--- config.mk ---
export PLATFORM = sky130hd
export DESIGN_NAME = fifo_ctrl_flat
export DESIGN_NICKNAME = d
export VERILOG_FILES = /design/src/rtl/fifo_ctrl_if.sv /design/src/rtl/fifo_ctrl.sv /design/src/flat_wrapper.sv
export SDC_FILE = /design/constraint.sdc
export NUM_CORES = 1
export LEC_CHECK = 0
export ABC_CLOCK_PERIOD_IN_PS = 3500
export BUFFER_PORTS_ARGS = -buffer_cell sky130_fd_sc_hd__buf_2
export CAP_MARGIN = 10
export CELL_PAD_IN_SITES_DETAIL_PLACEMENT = 1
export CELL_PAD_IN_SITES_GLOBAL_PLACEMENT = 2
export CORE_MARGIN = 2
export CORE_UTILIZATION = 25
export CTS_CLUSTER_DIAMETER = 50
export CTS_CLUSTER_SIZE = 14
export DETAILED_ROUTE_END_ITERATION = 16
export PLACE_DENSITY = 0.82
export SYNTH_ARGS = -nofsm -noshare
export SYNTH_HDL_FRONTEND = slang
export SYNTH_SLANG_ARGS = --single-unit
--- constraint.sdc ---
create_clock -name clock -period 3.5 [get_ports clock]
set_clock_uncertainty 0.2 [all_clocks]
set_input_delay 0.525 -clock clock [delete_from_list [all_inputs] [get_ports clock]]
set_output_delay 0.525 -clock clock [all_outputs]
set_load 0.02 [all_outputs]
--- src/rtl/fifo_ctrl_if.sv ---
// Bundle of the FIFO controller's upstream write, downstream FWFT read, status and RAM port signals.
// slave = controller view, master = environment (producer, consumer and RAM) view.
interface fifo_ctrl_if #(
  parameter int WIDTH      = 8,
  parameter int ADDR_WIDTH = 5
);
  logic [WIDTH-1:0]      in_data;
  logic                  in_valid;
  logic                  in_ready;
  logic [WIDTH-1:0]      out_data;
  logic                  out_valid;
  logic                  out_ready;
  logic [ADDR_WIDTH:0]   count;
  logic                  empty;
  logic                  full;
  logic                  ram_w_en;
  logic [ADDR_WIDTH-1:0] ram_write_addr;
  logic [WIDTH-1:0]      ram_write_data;
  logic                  ram_r_en;
  logic [ADDR_WIDTH-1:0] ram_read_addr;
  logic [WIDTH-1:0]      ram_read_data;

  modport slave (
    input  in_data, in_valid, out_ready, ram_read_data,
    output in_ready, out_data, out_valid, count, empty, full,
           ram_w_en, ram_write_addr, ram_write_data,
           ram_r_en, ram_read_addr
  );

  modport master (
    output in_data, in_valid, out_ready, ram_read_data,
    input  in_ready, out_data, out_valid, count, empty, full,
           ram_w_en, ram_write_addr, ram_write_data,
           ram_r_en, ram_read_addr
  );
endinterface

--- src/rtl/fifo_ctrl.sv ---
// FIFO controller for an external dual-port RAM with 1-cycle registered read; FWFT output, 2-cycle write-to-out latency.
// Backpressure: in_ready drops when the RAM holds DEPTH words; a stalled output freezes prefetch so out_data holds.
module fifo_ctrl #(
  parameter int DEPTH      = 32,
  parameter int WIDTH      = 8,
  parameter int ADDR_WIDTH = 5
) (
  input  logic       clock,
  input  logic       reset,
  fifo_ctrl_if.slave bus
);
  localparam logic [ADDR_WIDTH:0] L_DEPTH = (ADDR_WIDTH+1)'(DEPTH);
  localparam logic [ADDR_WIDTH:0] L_ONE   = (ADDR_WIDTH+1)'(1);

  generate
    if (DEPTH != (1 << ADDR_WIDTH)) begin : g_bad_depth
      $error("fifo_ctrl: DEPTH must equal 2**ADDR_WIDTH");
    end
  endgenerate

  logic [ADDR_WIDTH:0] r_wr_ptr;
  logic [ADDR_WIDTH:0] r_rd_ptr;
  logic                r_out_valid;

  logic [ADDR_WIDTH:0] w_mem_count;
  logic                w_in_ready;
  logic                w_accept;
  logic                w_r_en;
  logic [WIDTH-1:0]    w_out_data;

  // Extra pointer bit distinguishes full (difference DEPTH) from empty (difference 0).
  assign w_mem_count = r_wr_ptr - r_rd_ptr;
  assign w_in_ready  = !reset && (w_mem_count != L_DEPTH);
  assign w_accept    = bus.in_valid && w_in_ready;
  assign w_r_en      = !reset && (w_mem_count != '0) && (!r_out_valid || bus.out_ready);
  assign w_out_data  = bus.ram_read_data;

  always_ff @(posedge clock) begin
    if (reset) begin
      r_wr_ptr    <= '0;
      r_rd_ptr    <= '0;
      r_out_valid <= 1'b0;
    end else begin
      if (w_accept) begin
        r_wr_ptr <= r_wr_ptr + L_ONE;
      end
      if (w_r_en) begin
        r_rd_ptr <= r_rd_ptr + L_ONE;
      end
      if (w_r_en) begin
        r_out_valid <= 1'b1;
      end else if (bus.out_ready) begin
        r_out_valid <= 1'b0;
      end
    end
  end

  assign bus.in_ready       = w_in_ready;
  assign bus.ram_w_en       = w_accept;
  assign bus.ram_write_addr = r_wr_ptr[ADDR_WIDTH-1:0];
  assign bus.ram_write_data = bus.in_data;
  assign bus.ram_r_en       = w_r_en;
  assign bus.ram_read_addr  = r_rd_ptr[ADDR_WIDTH-1:0];
  assign bus.out_data       = w_out_data;
  assign bus.out_valid      = r_out_valid;
  assign bus.count          = w_mem_count + {{ADDR_WIDTH{1'b0}}, r_out_valid};
  assign bus.empty          = (bus.count == '0);
  assign bus.full           = (w_mem_count == L_DEPTH);

  // Occupancy can never exceed the RAM size, and a held output word must not be overwritten.
  a_no_overflow: assert property (@(posedge clock) disable iff (reset)
    w_mem_count <= L_DEPTH);
  a_stall_holds: assert property (@(posedge clock) disable iff (reset)
    (r_out_valid && !bus.out_ready) |-> !w_r_en);
  a_no_collide: assert property (@(posedge clock) disable iff (reset)
    (w_accept && w_r_en) |-> (bus.ram_write_addr != bus.ram_read_addr));
endmodule

--- src/flat_wrapper.sv ---
// flat-port wrapper written by rule: the top's interface ports become plain ports
module fifo_ctrl_flat 
#(
  parameter int DEPTH      = 32,
  parameter int WIDTH      = 8,
  parameter int ADDR_WIDTH = 5
)
  (clock, reset, bus_in_data, bus_in_valid, bus_out_ready, bus_ram_read_data, bus_in_ready, bus_out_data, bus_out_valid, bus_count, bus_empty, bus_full, bus_ram_w_en, bus_ram_write_addr, bus_ram_write_data, bus_ram_r_en, bus_ram_read_addr);
  fifo_ctrl_if #(.WIDTH(WIDTH), .ADDR_WIDTH(ADDR_WIDTH)) bus_i ();
  input  logic clock;
  input  logic reset;
  input wire logic [$bits(bus_i.in_data)-1:0] bus_in_data;
  input wire logic [$bits(bus_i.in_valid)-1:0] bus_in_valid;
  input wire logic [$bits(bus_i.out_ready)-1:0] bus_out_ready;
  input wire logic [$bits(bus_i.ram_read_data)-1:0] bus_ram_read_data;
  output wire logic [$bits(bus_i.in_ready)-1:0] bus_in_ready;
  output wire logic [$bits(bus_i.out_data)-1:0] bus_out_data;
  output wire logic [$bits(bus_i.out_valid)-1:0] bus_out_valid;
  output wire logic [$bits(bus_i.count)-1:0] bus_count;
  output wire logic [$bits(bus_i.empty)-1:0] bus_empty;
  output wire logic [$bits(bus_i.full)-1:0] bus_full;
  output wire logic [$bits(bus_i.ram_w_en)-1:0] bus_ram_w_en;
  output wire logic [$bits(bus_i.ram_write_addr)-1:0] bus_ram_write_addr;
  output wire logic [$bits(bus_i.ram_write_data)-1:0] bus_ram_write_data;
  output wire logic [$bits(bus_i.ram_r_en)-1:0] bus_ram_r_en;
  output wire logic [$bits(bus_i.ram_read_addr)-1:0] bus_ram_read_addr;
  assign bus_i.in_data = bus_in_data;
  assign bus_i.in_valid = bus_in_valid;
  assign bus_i.out_ready = bus_out_ready;
  assign bus_i.ram_read_data = bus_ram_read_data;
  assign bus_in_ready = bus_i.in_ready;
  assign bus_out_data = bus_i.out_data;
  assign bus_out_valid = bus_i.out_valid;
  assign bus_count = bus_i.count;
  assign bus_empty = bus_i.empty;
  assign bus_full = bus_i.full;
  assign bus_ram_w_en = bus_i.ram_w_en;
  assign bus_ram_write_addr = bus_i.ram_write_addr;
  assign bus_ram_write_data = bus_i.ram_write_data;
  assign bus_ram_r_en = bus_i.ram_r_en;
  assign bus_ram_read_addr = bus_i.ram_read_addr;
  fifo_ctrl #(.DEPTH(DEPTH), .WIDTH(WIDTH), .ADDR_WIDTH(ADDR_WIDTH)) u_core (.clock(clock), .reset(reset), .bus(bus_i));
endmodule
Word-level counts from Yosys, hierarchy flattened
Index checks and enable logic that the tools add are counted.
{ "word_totals": {"wordCells": 21, "input_bits": 20, "register_bits": 13, "output_inout_bits": 38} }
{ "op_classes": {"mux": 2, "n_eq_ne": 2, "n_addsub": 4, "reduce_logical": 10} }
{ "ops": {"columns": ["operator", "n"], "rows": [
  ["$add A6 B1 Y6 const B", 2],
  ["$add A6 B1 Y6", 1],
  ["$eq A6 B6 Y1 const B", 1],
  ["$logic_not A6 Y1", 1],
  ["$ne A6 B6 Y1 const B", 1],
  ["$reduce_bool A6 Y1", 1],
  ["$sub A6 B6 Y6", 1],
  ["$logic_and A1 B1 Y1", 4],
  ["$logic_not A1 Y1", 2],
  ["$mux W1", 2],
  ["$reduce_bool A2 Y1", 1],
  ["$logic_or A1 B1 Y1", 1]
]} }

Longest topological paths before layout
{ "logic_depth": {"depth_word": 5, "depth_mapped": 11, "mapped_depth_nobuf": 10} }

Worst setup path before layout
No wires, ideal clock.
{ "synth_path": {"kind": "register to output", "from": "register u_core.r_rd_ptr[0]", "to": "output bus_empty", "path_stages_with_launch": 10, "n_path_buf": 0, "slack_ns": -0.023, "t_required_ns": 2.775, "arrival_time_ns": 2.798, "cell_sequence": "dfxtp_1 -> ha_1 -> inv_1 -> fa_1 -> a21o_1 -> a21oi_1 -> xnor2_1 -> nand3_1 -> or3_1 -> a2111oi_2"} }
{ "synth_via": {"elab_chain_cells": 3} }
{ "synth_rtl": {"columns": ["element", "line", "source"], "rows": [
  ["from (decl)", "fifo_ctrl.sv:22", "logic [ADDR_WIDTH:0] r_rd_ptr;"],
  ["from (signal assigned)", "fifo_ctrl.sv:48", "r_rd_ptr <= r_rd_ptr + L_ONE;"],
  ["$sub A6 B6 Y6", "fifo_ctrl.sv:32", "assign w_mem_count = r_wr_ptr - r_rd_ptr;"],
  ["$add A6 B1 Y6", "fifo_ctrl.sv:66", "assign bus.count = w_mem_count + {{ADDR_WIDTH{1'b0}}, r_out_valid};"],
  ["$logic_not A6 Y1", "fifo_ctrl.sv:67", "assign bus.empty = (bus.count == '0);"],
  ["to (decl)", "flat_wrapper.sv:20", "output wire logic [$bits(bus_i.empty)-1:0] bus_empty;"]
]} }
Every way passes these cells.

Final worst setup path
Same ends and word-level chain as after synthesis.

==> reports/qor.txt <==
Status = completed
Worst Max-Slew Pin Slew = 0.479 ns
Share of layout cells above drive strength 1 = 42.4%
I/O pins = 58
TritonRoute pass-1 iters = 2
Seq/Total Area, Yosys = 20.4%
Max cap viols = 0
Post-route ant nets = 0
Die Area = 5690 sq um
CTS buffer count = 3
Global-route wire length before repair = 5.18 mm
Avg Cell Area, Syn = 8.33 sq um
Via density = 4.72
Crit share post-route = 98.3%
Maximum fanout along the worst path = 2
Buffers on Ports = 25
RePlAce Congestion = 0.825
Setup violators final = 0
Clk root buf = clkbuf_8
FF+latch count, synth = 13
Layout Area Growth over Synthesis = 22.5%
Slowest CP cell = or3_4
Syn Nets = 183
Final Worst Setup Slack = 0.0607 ns
Worst EP arrival = 2.71 ns
Setup TNS = 0 ns
Width of the chip = 75.4 um
Startpoint type of the worst setup path = flip-flop
NumNets Final = 203
CTS tree = done
Initial antenna violation count = 0
H-tree levels = 1
CP max stage delay = 0.39 ns
# diodes = 0
Vias = 1129
Non-Filler Instances = 239
Dominant synthesized flop cell = dfxtp_1
Vias in the first global route = 1117
Dpl hpwl = 2.38 mm
CP required = 2.77 ns
Worst vdd ir = 0.000275 V
Final Max Tran Viols = 0
Post-route minimum period = 3.44 ns
Avg WL per Cell = 14.0 um
Final Instance Area = 1560 sq um
Post-Syn Instances = 153
Post-synthesis cell area = 1270 sq um
Unique masters post-synth = 38
TritonCTS Sinks = 13
Clock Path Buffers = 2
DRC = 0
Core area = 4820 sq um
Placed Instances = 227
Clk_lat worst skew = 0.24 ns
Total GRT Usage = 11.6%
Most frequent cells in the layout = 24 x buf_2, 20 x buf_4, 13 x a21oi_1
Total gr overflow = 0
Fillers = 593
PwrDens = 870 nW/um^2
Starting Density = 26.5%
Worst-path cell chain = ha_4, inv_2, fa_2, a21o_1, a21oi_4, xnor2_2, nand3_2, or3_4, a2111oi_4, buf_4
Commonest non-fill, non-tap cell in the layout = buf_2
Std cell rows = 25
Design Power = 1.36 mW
Pin count of the biggest net entering global routing = 17
Lkg Pwr = 0.655 nW
Setup WS pre-CTS = 0.0441 ns
Placement Cell Area = 1370 sq um
Setup crit end kind = primary output
Final WL = 3.34 mm
Final Hold Vio Count = 0
Ys Warns = 0
Async SR Flop Fraction = 0%
Setup Crit Path Kind = flip-flop to primary output
Die Y-Extent = 75.4 um
EDFF count, synth = 0
Max Fclk = 291 MHz
Slew HR = 67.8%
Drt initial violations = 31
HP Class = flip-flop to flip-flop
Clock-pin slew on the worst setup and hold paths = 0.06 ns
-- state kept, by name (all words and copies together) (netlist names) --
signal and flops:
u_core.r_rd_ptr 6, u_core.r_wr_ptr 6, u_core.bus.out_valid 1
-- metrics by stage --
stage | util, % | hold slack [ns]
5_1_grt | 32.4 | 0.360
4_1_cts | 31.0 | 0.329
6_report | 32.4 | 0.331
2_1_floorplan | - | 0.280
3_3_place_gp | 28.5 | 0.309
3_5_place_dp | 28.5 | 0.325
-- synthesized netlist by cell type (all sizes together), types with 2 or more instances --
library cell | instances | area (sq um)
buf | 28 | 204
a21oi | 15 | 78.8
dfxtp | 13 | 260
o21ai | 12 | 60.1
inv | 11 | 41.3
or3 | 11 | 68.8
ha | 9 | 113
nor2 | 9 | 38.8
xor2 | 7 | 68.8
nand3 | 4 | 20.0
nand4 | 4 | 25.0
and3 | 3 | 18.8
nand2 | 3 | 11.3
nor4 | 3 | 25.0
xnor2 | 3 | 26.3
a2111oi | 2 | 30.0
mux2i | 2 | 23.8
nand2b | 2 | 20.0
nor3 | 2 | 10.0
-- kinds of logic after synthesis --
family | count (synthesis) | synth area share, %
xor+xnor | 10 | 7.46
flops | 13 | 20.4
compound gates | 34 | 19.9
mux | 2 | 1.86
buf+inv | 40 | 19.5
fa+ha+maj | 10 | 10.4
simple gates | 44 | 20.4
-- critical path: cells and delay by family (launching register included) --
family / cells / cell delay (ns)
flops: 1 / 0.38
compound gates: 3 / 0.70
simple gates: 2 / 0.50
xor+xnor: 1 / 0.14
fa+ha+maj: 2 / 0.52
buf+inv: 2 / 0.23
-- repair_timing --
action / 4_1_cts / 5_1_grt
gates resized for setup: 8 / 12
gates cloned: 0 / 0
hold buffers: 0 / 0
pin swaps: 6 / 7
setup buffers: 6 / 2
setup endpoints to repair: 1 / 3
-- worst paths after layout --
check / startpoint / endpoint / slack (ns) / cells past startpoint
worst max-delay path: u_core.r_rd_ptr[0] / bus_empty / 0.06 / 10
worst max register to register: u_core.r_rd_ptr[0] / u_core.r_wr_ptr[3] / 0.58 / 11
worst min register to register: u_core.r_rd_ptr[4] / u_core.r_rd_ptr[4] / 0.33 / 2
worst min-delay path: u_core.r_rd_ptr[4] / u_core.r_rd_ptr[4] / 0.33 / 2
-- routing by layer --
layer / share of wire [%] / GRT usage, % / vias to the layer above
met5: 0 / 0 / -
met4: 1.0 / 3.51 / 0
met3: 3.4 / 1.72 / 6
met2: 51 / 20.4 / 15
met1: 45 / 14.7 / 553
li1: - / - / 555
-- layout make-up --
type                            instances  area [sq um]  area share [%]
Clock buffer                            4          45.0            2.88
Inverter                               11          41.3            2.64
Tap cell                               67          83.8            5.37
Timing Repair Buffer                   44           270            17.3
Multi-Input combinational cell        100           858            55.0
Sequential cell                        13           263            16.8
-- report_power, final --
part,internal [mW],leakage [nW],total (mW),switching [mW]
clock network,0.0805,0.0228,0.136,0.0560
registers,0.169,0.107,0.184,0.0150
logic,0.432,0.526,1.04,0.606
(Power assumes the default switching activity.)
